[config.mk]
export PLATFORM = sky130hd
export DESIGN_NAME = mux_rr_scheduler
export DESIGN_NICKNAME = d
export VERILOG_FILES = /design/src/rtl/mux_rr_scheduler.sv
export SDC_FILE = /design/constraint.sdc
export NUM_CORES = 1
export LEC_CHECK = 0
export CAP_MARGIN = 5
export CORE_MARGIN = 1.5
export CORE_UTILIZATION = 49
export CTS_BUF_LIST = sky130_fd_sc_hd__clkbuf_2 sky130_fd_sc_hd__clkbuf_4 sky130_fd_sc_hd__clkbuf_8
export DETAILED_ROUTE_END_ITERATION = 16
export PLACE_DENSITY = 0.84
export SLEW_MARGIN = 20
export SYNTH_ARGS = -nofsm -noshare
export SYNTH_HDL_FRONTEND = slang
export SYNTH_SLANG_ARGS = --single-unit
[constraint.sdc]
create_clock -name clk -period 2.8 [get_ports clk]
set_input_delay 0.7 -clock clk [delete_from_list [all_inputs] [get_ports clk]]
set_output_delay 0.7 -clock clk [all_outputs]
set_load 0.02 [all_outputs]
[src/rtl/mux_rr_scheduler.sv]
// Round-robin scheduler for the 8-to-1 mux. It issues one registered select and a one-hot
// grant per slot. A slot ends after max(hold_len,1) cycles, or earlier when the owner releases.
module mux_rr_scheduler #(
  parameter int HOLD_W = 4
) (
  input  logic              clk,
  input  logic              rst_n,
  input  logic              en,
  input  logic [7:0]        req,
  input  logic [HOLD_W-1:0] hold_len,
  output logic [2:0]        sel,
  output logic [7:0]        grant,
  output logic              valid,
  output logic              done,
  output logic              fsm_state
);

  typedef enum logic {
    IDLE  = 1'b0,
    GRANT = 1'b1
  } state_t;

  state_t            state, state_next;
  logic [2:0]        ptr, ptr_next;
  logic [2:0]        sel_next;
  logic [HOLD_W-1:0] cnt, cnt_next;
  logic              done_next;
  logic [2:0]        pick;
  logic [2:0]        idx;
  logic              found;
  logic [HOLD_W-1:0] hold_eff;

  // Rotating scan: the first set request at or after ptr wins, wrapping modulo 8.
  always_comb begin
    found = 1'b0;
    pick  = ptr;
    idx   = ptr;
    for (int i = 0; i < 8; i++) begin
      idx = ptr + 3'(i);
      if (!found && req[idx]) begin
        found = 1'b1;
        pick  = idx;
      end
    end
  end

  assign hold_eff = (hold_len == '0) ? HOLD_W'(1) : hold_len;

  // State register. It also holds the select, the priority pointer, the slot counter and the done pulse.
  always_ff @(posedge clk or negedge rst_n) begin
    if (!rst_n) begin
      state <= IDLE;
      sel   <= 3'd0;
      ptr   <= 3'd0;
      cnt   <= '0;
      done  <= 1'b0;
    end else begin
      state <= state_next;
      sel   <= sel_next;
      ptr   <= ptr_next;
      cnt   <= cnt_next;
      done  <= done_next;
    end
  end

  // Next-state logic. The enable is only consulted in IDLE, so a started slot always runs to its end.
  always_comb begin
    state_next = state;
    sel_next   = sel;
    ptr_next   = ptr;
    cnt_next   = cnt;
    done_next  = 1'b0;
    case (state)
      IDLE: begin
        if (en && found) begin
          state_next = GRANT;
          sel_next   = pick;
          cnt_next   = hold_eff;
        end
      end
      GRANT: begin
        if (!req[sel] || cnt == HOLD_W'(1)) begin
          state_next = IDLE;
          done_next  = 1'b1;
          ptr_next   = sel + 3'd1;
        end else begin
          cnt_next = cnt - HOLD_W'(1);
        end
      end
      default: state_next = IDLE;
    endcase
  end

  // Output logic
  always_comb begin
    valid     = (state == GRANT);
    grant     = valid ? (8'd1 << sel) : 8'd0;
    fsm_state = state;
  end

endmodule

==> qor.yml, run 1 <==
status:
  status: "complete, no violations"
synth:
  ys_seq_area_share_pct: 19.0
  synth_edf_count: 0
  yosysUniqueCellTypes: 40
  synth_async_sr_flop_share_pct: 100
  synth_area_mm2: 0.00158
  yosysWarnings: 0
  ys.flop_type: "dfrtp_1"
  syn_inst: 176
  syn_avg_cell_area_um2: 8.98
  ys_ff_latch: 12
  syn-num-nets: 201
global_routing:
  antenna_found_initial: 0
  grt.total_usage_pct: 26.6
  grt_max_degree: 17
  grt_pass1_wl_um: 7180
  grt_overflow_total: 0
  grt_pass1_vias: 1563
clock_tree:
  clock_latency_ps: 280
  cts_root_buf: "clkbuf_4"
  cts-hold-fix-buffers: 0
  cts_tree: "built"
  htreeDepth: 1
  clk_pin_slew_ps: 80
  cts_buffers: 3
  cts_sinks: 12
  clk_path_buf_depth: 2
finish:
  nets: 261
  layout.cells.non_filler: 279
  multiInputGateArea_mm2: 0.00122
  fillers: 220
  final-seq-area_um2: 300
  post_route_cells_drive_above_1_share_pct: 27.2
  fin_util_pct: 72.6
  syn_to_final_growth_pct: 40.2
  n_antenna_cell: 0
detailed_routing:
  drt_iter0_markers: 134
  route.detailed.drc: 0
  wl_per_cell_um: 17.3
  met2_length_um: 2330
  highest_layer: "met4"
  drtPass1Iterations: 6
  route.met3.wl_um: 352
  num_vias: 1690
  post_drt_via_cell_ratio: 6.06
  ant_nets: 0
  wl_met1_um: 1950
  routed_wl_um: 4830
floorplanning:
  die_x_um: 59.8
  ios: 29
  row_count: 20
  die_h_um: 59.8
  start_util_pct: 51.8
  die-area_mm2: 0.00357
  core-area_mm2: 0.00305
sta:
  tightest_slew_ps: 584
  hold_ws_ps: 550
  hold_viol_final: 0
  setup_viol: 0
  drv_slew: 0
  fin_crit_ps: 2710
  max_freq_ghz: 0.369
  period_share_pct: 96.8
  slew_headroom_pct: 61.0
  finClkSkew_ps: 2.53
critical_path:
  crit_required_ps: 2100
  cp-start-kind: "flip-flop"
  critPathKind: "flip-flop to primary output"
  crit_arrival_ps: 2010
  crit_fanout: 7
  worstSetupEndpointType: "primary output"
place:
  port_buffers: 28
  hpwl_um: 3470
  place_inst: 269
  routabilityCongestion: 0.927
run:
  max-cap-violations: 0
min_path:
  hold_path.class: "flip-flop to flip-flop"
-- metrics by stage --
step	area (um^2)	setup TNS (ps)	setup WS, ps
3_5_place_dp	2090	-2640	-384
2_1_floorplan	1600	0	7.32
3_3_place_gp	2090	-1990	-300
6_report	2220	0	88.7
4_1_cts	2130	-27.8	-12.9
5_1_grt	2220	-177	-46.8
-- path summary, 6_finish.rpt --
check	from	to	slack, ps	depth (start not counted)
max	sel[1]	grant[7]	90	4
min	cnt[3]	cnt[3]	550	2
max reg2reg	ptr[1]	sel[0]	90	10
min reg2reg	cnt[3]	cnt[3]	550	2
max in group asynchronous	rst_n	ptr[0]	1640	1
min in group asynchronous	rst_n	cnt[3]	780	1
-- cells in the final DEF, fill, tap and decap left out, types with 8 or more instances in the layout --
master           instances
a21oi_1                 11
mux2i_1                 10
dfrtp_1                 12
mux4_2                  12
inv_1                   16
clkdlybuf4s50_1         20
ha_1                     9
and2_1                   8
nand2_1                 16
buf_4                   35
o21ai_0                 12
-- metal layers --
metal	track usage, %	up-vias
met3	1.52	25
met2	43.5	83
met4	10.2	0
met1	37.1	809
li1	-	773
met5	0	-
-- state kept, by name (all words and copies together) (netlist names) --
signal	flops
done	1
fsm_state	1
ptr	3
sel	3
cnt	4
-- worst max-delay path: stages, from the launching register on --
cell,delay [ps]
dfrtp_1,530
ha_1,270
ha_1,190
and2_1,140
clkdlybuf4s50_1,610
-- cell type report --
type	count	area share (%)
Tap cell	44	2.48
Timing Repair Buffer	63	24.7
Sequential cell	12	13.6
Inverter	16	2.71
Multi-Input combinational cell	140	54.9
Clock buffer	4	1.64
-- cells in the mapped netlist, drive strengths merged, types with 5 or more instances --
master / n / area [um^2]
a21oi: 12 / 63.8
ha: 10 / 125
nand2b: 5 / 31.3
mux2i: 10 / 100
dfrtp: 12 / 300
inv: 16 / 60.1
nor2: 7 / 26.3
nand2: 16 / 60.1
o21ai: 12 / 60.1
mux4: 12 / 270
and2: 9 / 56.3
-- cell families after synthesis --
logic type	after synthesis	synth area share (%)
xor+xnor	4	2.22
buf+inv	24	7.13
flops	12	19.0
simple gates	56	19.0
compound gates	44	18.4
fa+ha+maj	10	7.92
mux	26	26.3
-- repair_timing --
item	in CTS	in global routing
endpoints found under the setup margin	5	8
resized for setup	6	10
setup buffers	0	6
pin swaps	0	4
Power of run 1 is not shown: default switching activity piles up to over one toggle a cycle in this logic, so the estimate is an artifact.
==> run 2, diff against run 1 <==
Settings changed: CELL_PAD_IN_SITES_DETAIL_PLACEMENT set to 1, CELL_PAD_IN_SITES_GLOBAL_PLACEMENT set to 2, CORE_UTILIZATION 49 to 30, PLACE_DENSITY 0.84 to 0.85.
==> run 2 against run 1 <==
Die area is 60% higher. Clock skew is 1.7 ps lower. Register-to-register slack hardly changed. Highest routed layer unchanged. Utilization is 29 points lower. Clock-buffer cell count stayed put. Global-route usage is 7.1 points lower. Critical path type is now primary input to flip-flop. Sequential share of layout area is 0.19 points lower. Sequential cell count stayed put. Cell area is 1.4% higher. Via count is 4.1% lower. Wire length is 5.2% higher.
==> qor.yml, run 2 (synthesized netlist as in run 1, its figures left out) <==
finish:
  fillers: 611
  n_antenna_cell: 0
  reg_top3: "cnt (4), ptr (3), sel (3)"
  largest-register: "cnt"
  nets: 262
  syn_to_final_growth_pct: 42.2
  final_cell_mix: "buf_4 (36), clkdlybuf4s50_1 (20), inv_1 (16), nand2_1 (16)"
  largest_reg_flops: 4
  stdcell_area_mm2: 0.00225
  layout_commonest_cell: "buf_4"
  post_route_cells_drive_above_1_share_pct: 27.5
sta:
  setup_tns_ps: 0
  tightest_slew_ps: 577
  period_share_pct: 97.9
  fin_crit_ps: 2740
  max_freq_ghz: 0.365
  drv_slew: 0
  setup_viol: 0
  grt_setup_unrepaired: "no"
  finClkSkew_ps: 0.871
  hold_ws_ps: 552
  slew_headroom_pct: 61.4
  hold_viol_final: 0
place:
  hpwl_um: 4080
  port_buffers: 28
  place_area_mm2: 0.00215
  routabilityCongestion: 0.890
global_routing:
  grt_overflow_total: 0
  grt_pass1_wl_um: 8160
  antenna_found_initial: 0
  grt_pass1_vias: 1631
  grt_max_degree: 14
  grt.total_usage_pct: 19.5
critical_path:
  crit_start: "req[7]"
  worstSetupEndpointType: "flip-flop"
  crit_arrival_ps: 2880
  r2r_start: "ptr[0]"
  cp-start-kind: "primary input"
  crit_fanout: 6
  critPathKind: "primary input to flip-flop"
  crit_required_ps: 2930
floorplanning:
  start_util_pct: 30.9
  die_x_um: 75.6
  die_h_um: 75.6
  die-area_mm2: 0.00571
  core-area_mm2: 0.00511
  ios: 29
  row_count: 26
detailed_routing:
  post_drt_via_cell_ratio: 5.30
  wl_per_cell_um: 16.6
  ant_nets: 0
  routed_wl_um: 5080
  drtPass1Iterations: 4
  route.detailed.drc: 0
  num_vias: 1621
  drt_iter0_markers: 98
power_and_ir_drop:
  p_comb_share_pct: 82.4
  p_int_w: 0.00185
  powerDensity_mw_per_mm2: 1530
  p_clk_share_pct: 5.6
  p_leak_nw: 0.997
  switchingPower_w: 0.00160
  ir_drop_mv: 0.773
  swShare_pct: 46.4
  p_seq_share_pct: 11.9
  totalPowerFinal_w: 0.00344
clock_tree:
  cts_tree: "built"
  clk_path_buf_depth: 2
  cts_sinks: 12
  cts-hold-fix-buffers: 0
  cts_buffers: 3
  clock_latency_ps: 250
  cts_root_buf: "clkbuf_8"
  clk_pin_slew_ps: 50
  htreeDepth: 1
min_path:
  min-delay-start: "cnt[1]"
  hold_path.class: "flip-flop to flip-flop"
status:
  status: "complete, no violations"
run:
  max-cap-violations: 0
-- run 2: cell count changes in the layout (fill, tap and decap cells not counted) --
cell and change:
clkbuf_8 +3, mux2_4 -1, clkbuf_4 -3, buf_4 +1, dlymetal6s2s_1 -4, nor4b_4 -1
mux2_2 +1, dlygate4sd2_1 +4, nor4b_2 +1
-- run 2: final timing paths --
kind                           to  slack [ps]  depth (start not counted)
max                        cnt[2]          60                          8
min                        cnt[1]         550                          2
max reg2reg                sel[1]         100                         11
min reg2reg                cnt[1]         550                          2
max in group asynchronous    done        1600                          1
min in group asynchronous  cnt[0]         820                          1
-- run 2: stage by stage --
| step | cells | worst slack (ps) | util, % |
|---|---|---|---|
| final | 306 | 58.1 | 44.0 |
| after global placement | 298 | -340 | 42.1 |
| after detailed placement | 298 | -430 | 42.1 |
| after CTS | 305 | 47.9 | 43.6 |
| after global routing | 306 | 7.81 | 44.0 |
| after floorplan | 176 | 7.32 | - |
-- run 2: worst max-delay path: stages --
cell           delay [ps]
dlygate4sd2_1         300
mux4_2                520
mux2_2                320
nor4b_2               290
nand4_1               220
a21oi_4               280
a21oi_1                70
o22a_1                180
-- run 2: power groups by stage --
stage	Clock [W]	Sequential, W	Combinational [W]
2_1_floorplan	0	0.000393	0.00168
3_3_place_gp	0	0.000410	0.00268
3_5_place_dp	0	0.000415	0.00273
4_1_cts	0.000199	0.000414	0.00281
5_1_grt	0.000212	0.000432	0.00310
6_report	0.000194	0.000411	0.00284
-- run 2: area by class of cell --
class | instances | area, um^2 | area share (%)
Timing Repair Buffer | 64 | 541 | 24.1
Tap cell | 70 | 87.6 | 3.90
Inverter | 16 | 60.1 | 2.67
Multi-Input combinational cell | 140 | 1200 | 53.6
Clock buffer | 4 | 55.1 | 2.45
Sequential cell | 12 | 300 | 13.4
-- run 2: repair_timing --
action | 4_1_cts | 5_1_grt
setup endpoints to repair | 8 | 4
gates resized for setup | 11 | 3
pin swaps | 2 | 3
buffers inserted | 3 | 1
-- run 2: routing by layer --
metal | wire length (um) | vias to the layer above | GRT usage (%)
met2 | 2490 | 33 | 32.9
met4 | 53 | 0 | 5.16
met5 | 0 | - | 0
li1 | - | 773 | -
met1 | 2380 | 809 | 26.0
met3 | 163 | 6 | 3.04
Note: power is estimated with default switching activity, not from simulation.
==> edit 1, RTL diff (config.mk and constraints of run 1) <==
Set the parameter `HOLD_W` to 6 (it was 4).
--- a/src/rtl/mux_rr_scheduler.sv
+++ b/src/rtl/mux_rr_scheduler.sv
@@ -2,5 +2,5 @@
 // grant per slot. A slot ends after max(hold_len,1) cycles, or earlier when the owner releases.
 module mux_rr_scheduler #(
-  parameter int HOLD_W = 4
+  parameter int HOLD_W = 6
 ) (
   input  logic              clk,
Ports: changed (resized hold_len); port bits go from 29 to 31. The function was not compared with the original's and may differ.
==> edit 1 against run 1 <==
Worst hold slack improved by 0.012 ns. Count of clock-buffer cells in the layout did not move. Sequential cell count rose by 2. Fmax fell by 1.2%. Worst setup slack got worse by 0.032 ns. Routed wire length rose by 20%. Cell area rose by 21%. Synthesized area rose by 22%. Largest cell class unchanged. Highest routed layer unchanged.
Power is not shown: default switching activity piles up to over one toggle a cycle in this logic, so the estimate is an artifact.
==> edit 1: results (changes against run 1) <==
* GPL Wtd Cong at 0.954 (+2.9%)
* Hold path startpoint: cnt[1]
* Largest net degree at the start of global routing at 19 (+2)
* Worst Hold End: cnt[1]
* R2R Setup Slk at 0.06 ns (-0.03 ns)
* Vias in the first global route at 1839 (+18%)
* Post-Place Cells at 305 (+13%)
* Nets@finish at 291 (+11%)
* Reg2reg path depth at 8 (-2)
* Kind of cell adding the most delay to the critical path: multiplexers
* CTS clk-pin slew, worst paths at 0.06 ns (-0.02 ns)
* Sequential area share after synthesis at 0.182 (-0.00832)
* Synth top area cells: dfrtp_1, mux4_2, mux2i_1
* Final WL at 5780 um (+20%)
* Met3 WL at 454 um (+29%)
* Hold path cells at 1 (-1)
* Fraction of layout cells with a size suffix above 1 at 0.331 (+0.0585)
* Clock Latency Late Sink at 0.25 ns (-0.03 ns)
* Crit-path slowest cell: mux4_2
* Synth Area in XOR/XNOR at 0.0182 (-0.00400)
* WP data arrival at 2.92 ns (+0.91 ns)
* Synth Area in Compound Gates at 0.181 (-0.00343)
* Relative slew slack at 0.564 (-0.0456)
* Routed WL per cell at 18.6 um (+7.3%)
* Top cells by count, synth: mux2i_1, dfrtp_1, nor2_1
* Clk root buf: clkbuf_8
* Utilization after layout at 0.720 (-0.00562)
* DR iter-0 viols at 210 (+57%)
* Dpl ws at -0.375 ns (+0.00993 ns)
* CP max FO at 10 (+3)
* # fillers at 277 (+26%)
* Worst r2r src: ptr[0]
* Post-Synthesis Cells at 197 (+12%)
* Worst hold margin at 0.562 ns (+0.0122 ns)
* Regs by FF count: cnt x6, ptr x3, sel x3
* WL met1 at 2440 um (+25%)
* Vias/cell at 6.38 (+5.3%)
* Global-route wire length before repair at 9060 um (+26%)
* Synth Net Count at 224 (+11%)
* Layout Skew at 0.000424 ns (-0.00211 ns)
* Outcome: finished clean
* Crit path largest cell delay at 0.57 ns (-0.04 ns)
* FF-to-FF End: sel[1]
* GRT Util Overall at 0.276 (+0.00974)
* Total iterations of the first detailed-routing run at 5 (-1)
* Placed cell area at 0.00255 mm^2 (+22%)
* Mux cell area share after synthesis at 0.314 (+0.0512)
* Post-synthesis adder-cell area fraction at 0.0649 (-0.0143)
* Met2 routed WL at 2780 um (+19%)
* Port Buffer Count at 30 (+7.1%)
-- edit 1: cell types whose count changed in the layout (fill, tap and decap cells not counted), sizes merged, moves of 3 or more --
cell,delta
and3,+4
and2,-6
a21oi,-4
buf,+9
inv,-4
o21ai,-3
nor2,+9
nand2,-6
mux2,+5
a41oi,+3
mux2i,+7
o221a,+4
o211ai,+3
-- edit 1: layout make-up --
| cell class | instances | area share |
|---|---|---|
| Inverter | 13 | 0.0238 |
| Timing Repair Buffer | 74 | 0.237 |
| Sequential cell | 14 | 0.131 |
| Tap cell | 48 | 0.0224 |
| Multi-Input combinational cell | 158 | 0.564 |
| Clock buffer | 4 | 0.0206 |
-- edit 1: routing by layer --
metal / vias up / GRT usage
met5: - / 0
met4: 0 / 0.102
met3: 13 / 0.0497
met2: 117 / 0.423
met1: 959 / 0.387
li1: 895 / -
-- edit 1: kinds of logic (layout without fill, tap and decap cells) --
| group | after synthesis | count (layout) |
|---|---|---|
| AO/OA/AOI/OAI | 46 | 46 |
| multiplexers | 40 | 40 |
| adder cells (fa/ha/maj) | 10 | 10 |
| XOR/XNOR | 4 | 4 |
| AND/OR/NAND/NOR | 58 | 58 |
| flip-flops | 14 | 14 |
| buffers and inverters | 25 | 91 |
-- edit 1: what timing repair did --
| item | in CTS | in global routing |
|---|---|---|
| pin swaps | 0 | 2 |
| buffers inserted | 1 | 1 |
| gates resized for setup | 11 | 9 |
| setup endpoints to repair | 9 | 9 |
-- edit 1: worst max path at each step --
stage | startpoint | end | slack (ns)
6_report | ptr[0] | sel[1] | 0.06
5_1_grt | ptr[0] | sel[1] | -0.02
4_1_cts | req[7] | sel[1] | 0.005
3_5_place_dp | req[6] | cnt[1] | -0.37
3_3_place_gp | req[3] | cnt[0] | -0.31
2_1_floorplan | ptr[0] | cnt[0] | -0.04
==> edit 2, RTL diff (settings of run 1) <==
Without the edit above. Make the reset (`rst_n`) synchronous in one clocked block.
--- a/src/rtl/mux_rr_scheduler.sv
+++ b/src/rtl/mux_rr_scheduler.sv
@@ -48,5 +48,5 @@
 
   // State register. It also holds the select, the priority pointer, the slot counter and the done pulse.
-  always_ff @(posedge clk or negedge rst_n) begin
+  always_ff @(posedge clk) begin
     if (!rst_n) begin
       state <= IDLE;
Check against the original RTL: differs if rst_n is asserted again (counterexample within 4 cycles, from zero or initial values and one cycle with rst_n low); with rst_n held inactive, the same outputs for 10 cycles.
==> edit 2 against run 1 <==
Worst setup slack gained 0.016 ns. Non-clock buffer count shrank 2. Cell area grew 6.4%. Cell count grew 7.9%. Count of clock-buffer cells in the layout shrank 1. Sequential cell count is the same. Synthesized area grew 16%. Routed wire length shrank 2.2%.
Power is left out: it rests on default switching activity, and per cell area and clock period it moved more than threefold.
==> edit 2: results (changes against run 1) <==
* Dpl ws at -0.388 ns (-0.00319 ns)
* Synth Warn # at 0 (unchanged)
* Vias/cell at 5.89 (-2.7%)
* Mux cell area share after synthesis at 0.311 (+0.0478)
* Synth top area cells: dfxtp_1, mux4_1, mux2i_1
* WP data arrival at 2.86 ns (+0.85 ns)
* Num CTS Buffers at 3 (unchanged)
* Htree depth at 1 (unchanged)
* Clk root buf: clkbuf_8
* Synth async-reset ratio at 0 (-1.00)
* Fraction of layout cells with a size suffix above 1 at 0.285 (+0.0122)
* Sequential area share after synthesis at 0.131 (-0.0595)
* Total iterations of the first detailed-routing run at 5 (-1)
* Nets@finish at 280 (+7.3%)
* Outcome: finished clean
* Largest net degree at the start of global routing at 16 (-1)
* Port Buffer Count at 28 (unchanged)
* HP Class: register to register
* Synth Area in XOR/XNOR at 0.0143 (-0.00789)
* Placed cell area at 0.00230 mm^2 (+9.9%)
* CTS clk-pin slew, worst paths at 0.05 ns (-0.03 ns)
* Clock buffer depth at 2 (unchanged)
* Clock Latency Late Sink at 0.24 ns (-0.04 ns)
* GRT Util Overall at 0.240 (-0.0265)
* DR iter-0 viols at 96 (-28%)
* Met3 Use GR at 0.0246 (+0.00950)
* Vias in the first global route at 1762 (+13%)
* Synth Area in Compound Gates at 0.213 (+0.0290)
* Top cells by count, synth: a21oi_1, nor2_1, inv_1, nand2_1, mux2i_1
* Post-synthesis adder-cell area fraction at 0.0680 (-0.0112)
* Distinct cells, synth at 57 (+43%)
* Hpwl dp at 3570 um (+2.8%)
* Met2 Resource Use GR at 0.408 (-0.0272)
* GPL Wtd Cong at 0.902 (-2.7%)
* Global-route wire length before repair at 7930 um (+10%)
* Worst-margin pin slew at 0.504 ns (-0.0797 ns)
* CP max FO at 9 (+2)
* Final WL at 4720 um (-2.2%)
* Layout Skew at 0.000623 ns (-0.00191 ns)
* Met1 usage at 0.328 (-0.0423)
* Post-synth top area cell: dfxtp_1
* Synth Net Count at 225 (+12%)
* # fillers at 310 (+41%)
edit 2: cell types whose count changed after synthesis, sizes merged, moves of 4 or more:
cell | run 1 | this run
mux2i | 10 | 17
dfxtp | 0 | 12
nor2 | 7 | 17
a211oi | 1 | 5
buf | 4 | 9
dfrtp | 12 | 0
a21oi | 12 | 19
nand2b | 5 | 1
edit 2: cell type report:
class	instances	area share
timing repair buffer	61	0.225
inverter	15	0.0239
sequential	12	0.102
clock buffer	3	0.0175
tap	48	0.0255
multi-input combinational	162	0.606
edit 2: kinds of logic (layout without fill, tap and decap cells):
kind of cell	count (synthesis)	in the layout
and+or+nand+nor	60	60
AOI/OAI and AO/OA	55	56
muxes	33	33
buffers and inverters	27	79
DFF	12	12
adders and majority gates	10	10
xor gates and xnor gates	3	3
edit 2: layer usage:
layer	part of all wire	wire, um
met4	0.011	50
met3	0.040	191
met1	0.46	2160
met5	0	0
met2	0.49	2330
edit 2: path summary, 6_finish.rpt:
path,cells past startpoint,slack [ns],to,start
worst max-delay path,10,0.10,cnt[1],ptr[0]
worst min-delay path,2,0.50,cnt[0],cnt[0]
worst max register to register,10,0.10,cnt[1],ptr[0]
worst min register to register,2,0.50,cnt[0],cnt[0]
edit 2: critical path, cell delays in order, from the launching register on:
cell and delay [ns]:
dfxtp_1 0.39, inv_2 0.07, ha_4 0.35, mux4_2 0.57, mux2i_1 0.24, and4_4 0.29
a31oi_4 0.09, buf_4 0.17, a21oi_4 0.17, nor2_1 0.08, a211oi_2 0.18
edit 2: timing repair:
action,CTS,global route
buffers inserted,4,0
hold endpoints to repair,0,0
resized for setup,15,1
pin swaps,1,0
endpoints found under the setup margin,6,1
cloned,1,0
edit 2: metrics by stage:
stage	std cells	util
final	301	0.649
after CTS	301	0.647
after floorplan	200	-
after global routing	301	0.649
after detailed placement	293	0.633
after global placement	293	0.633
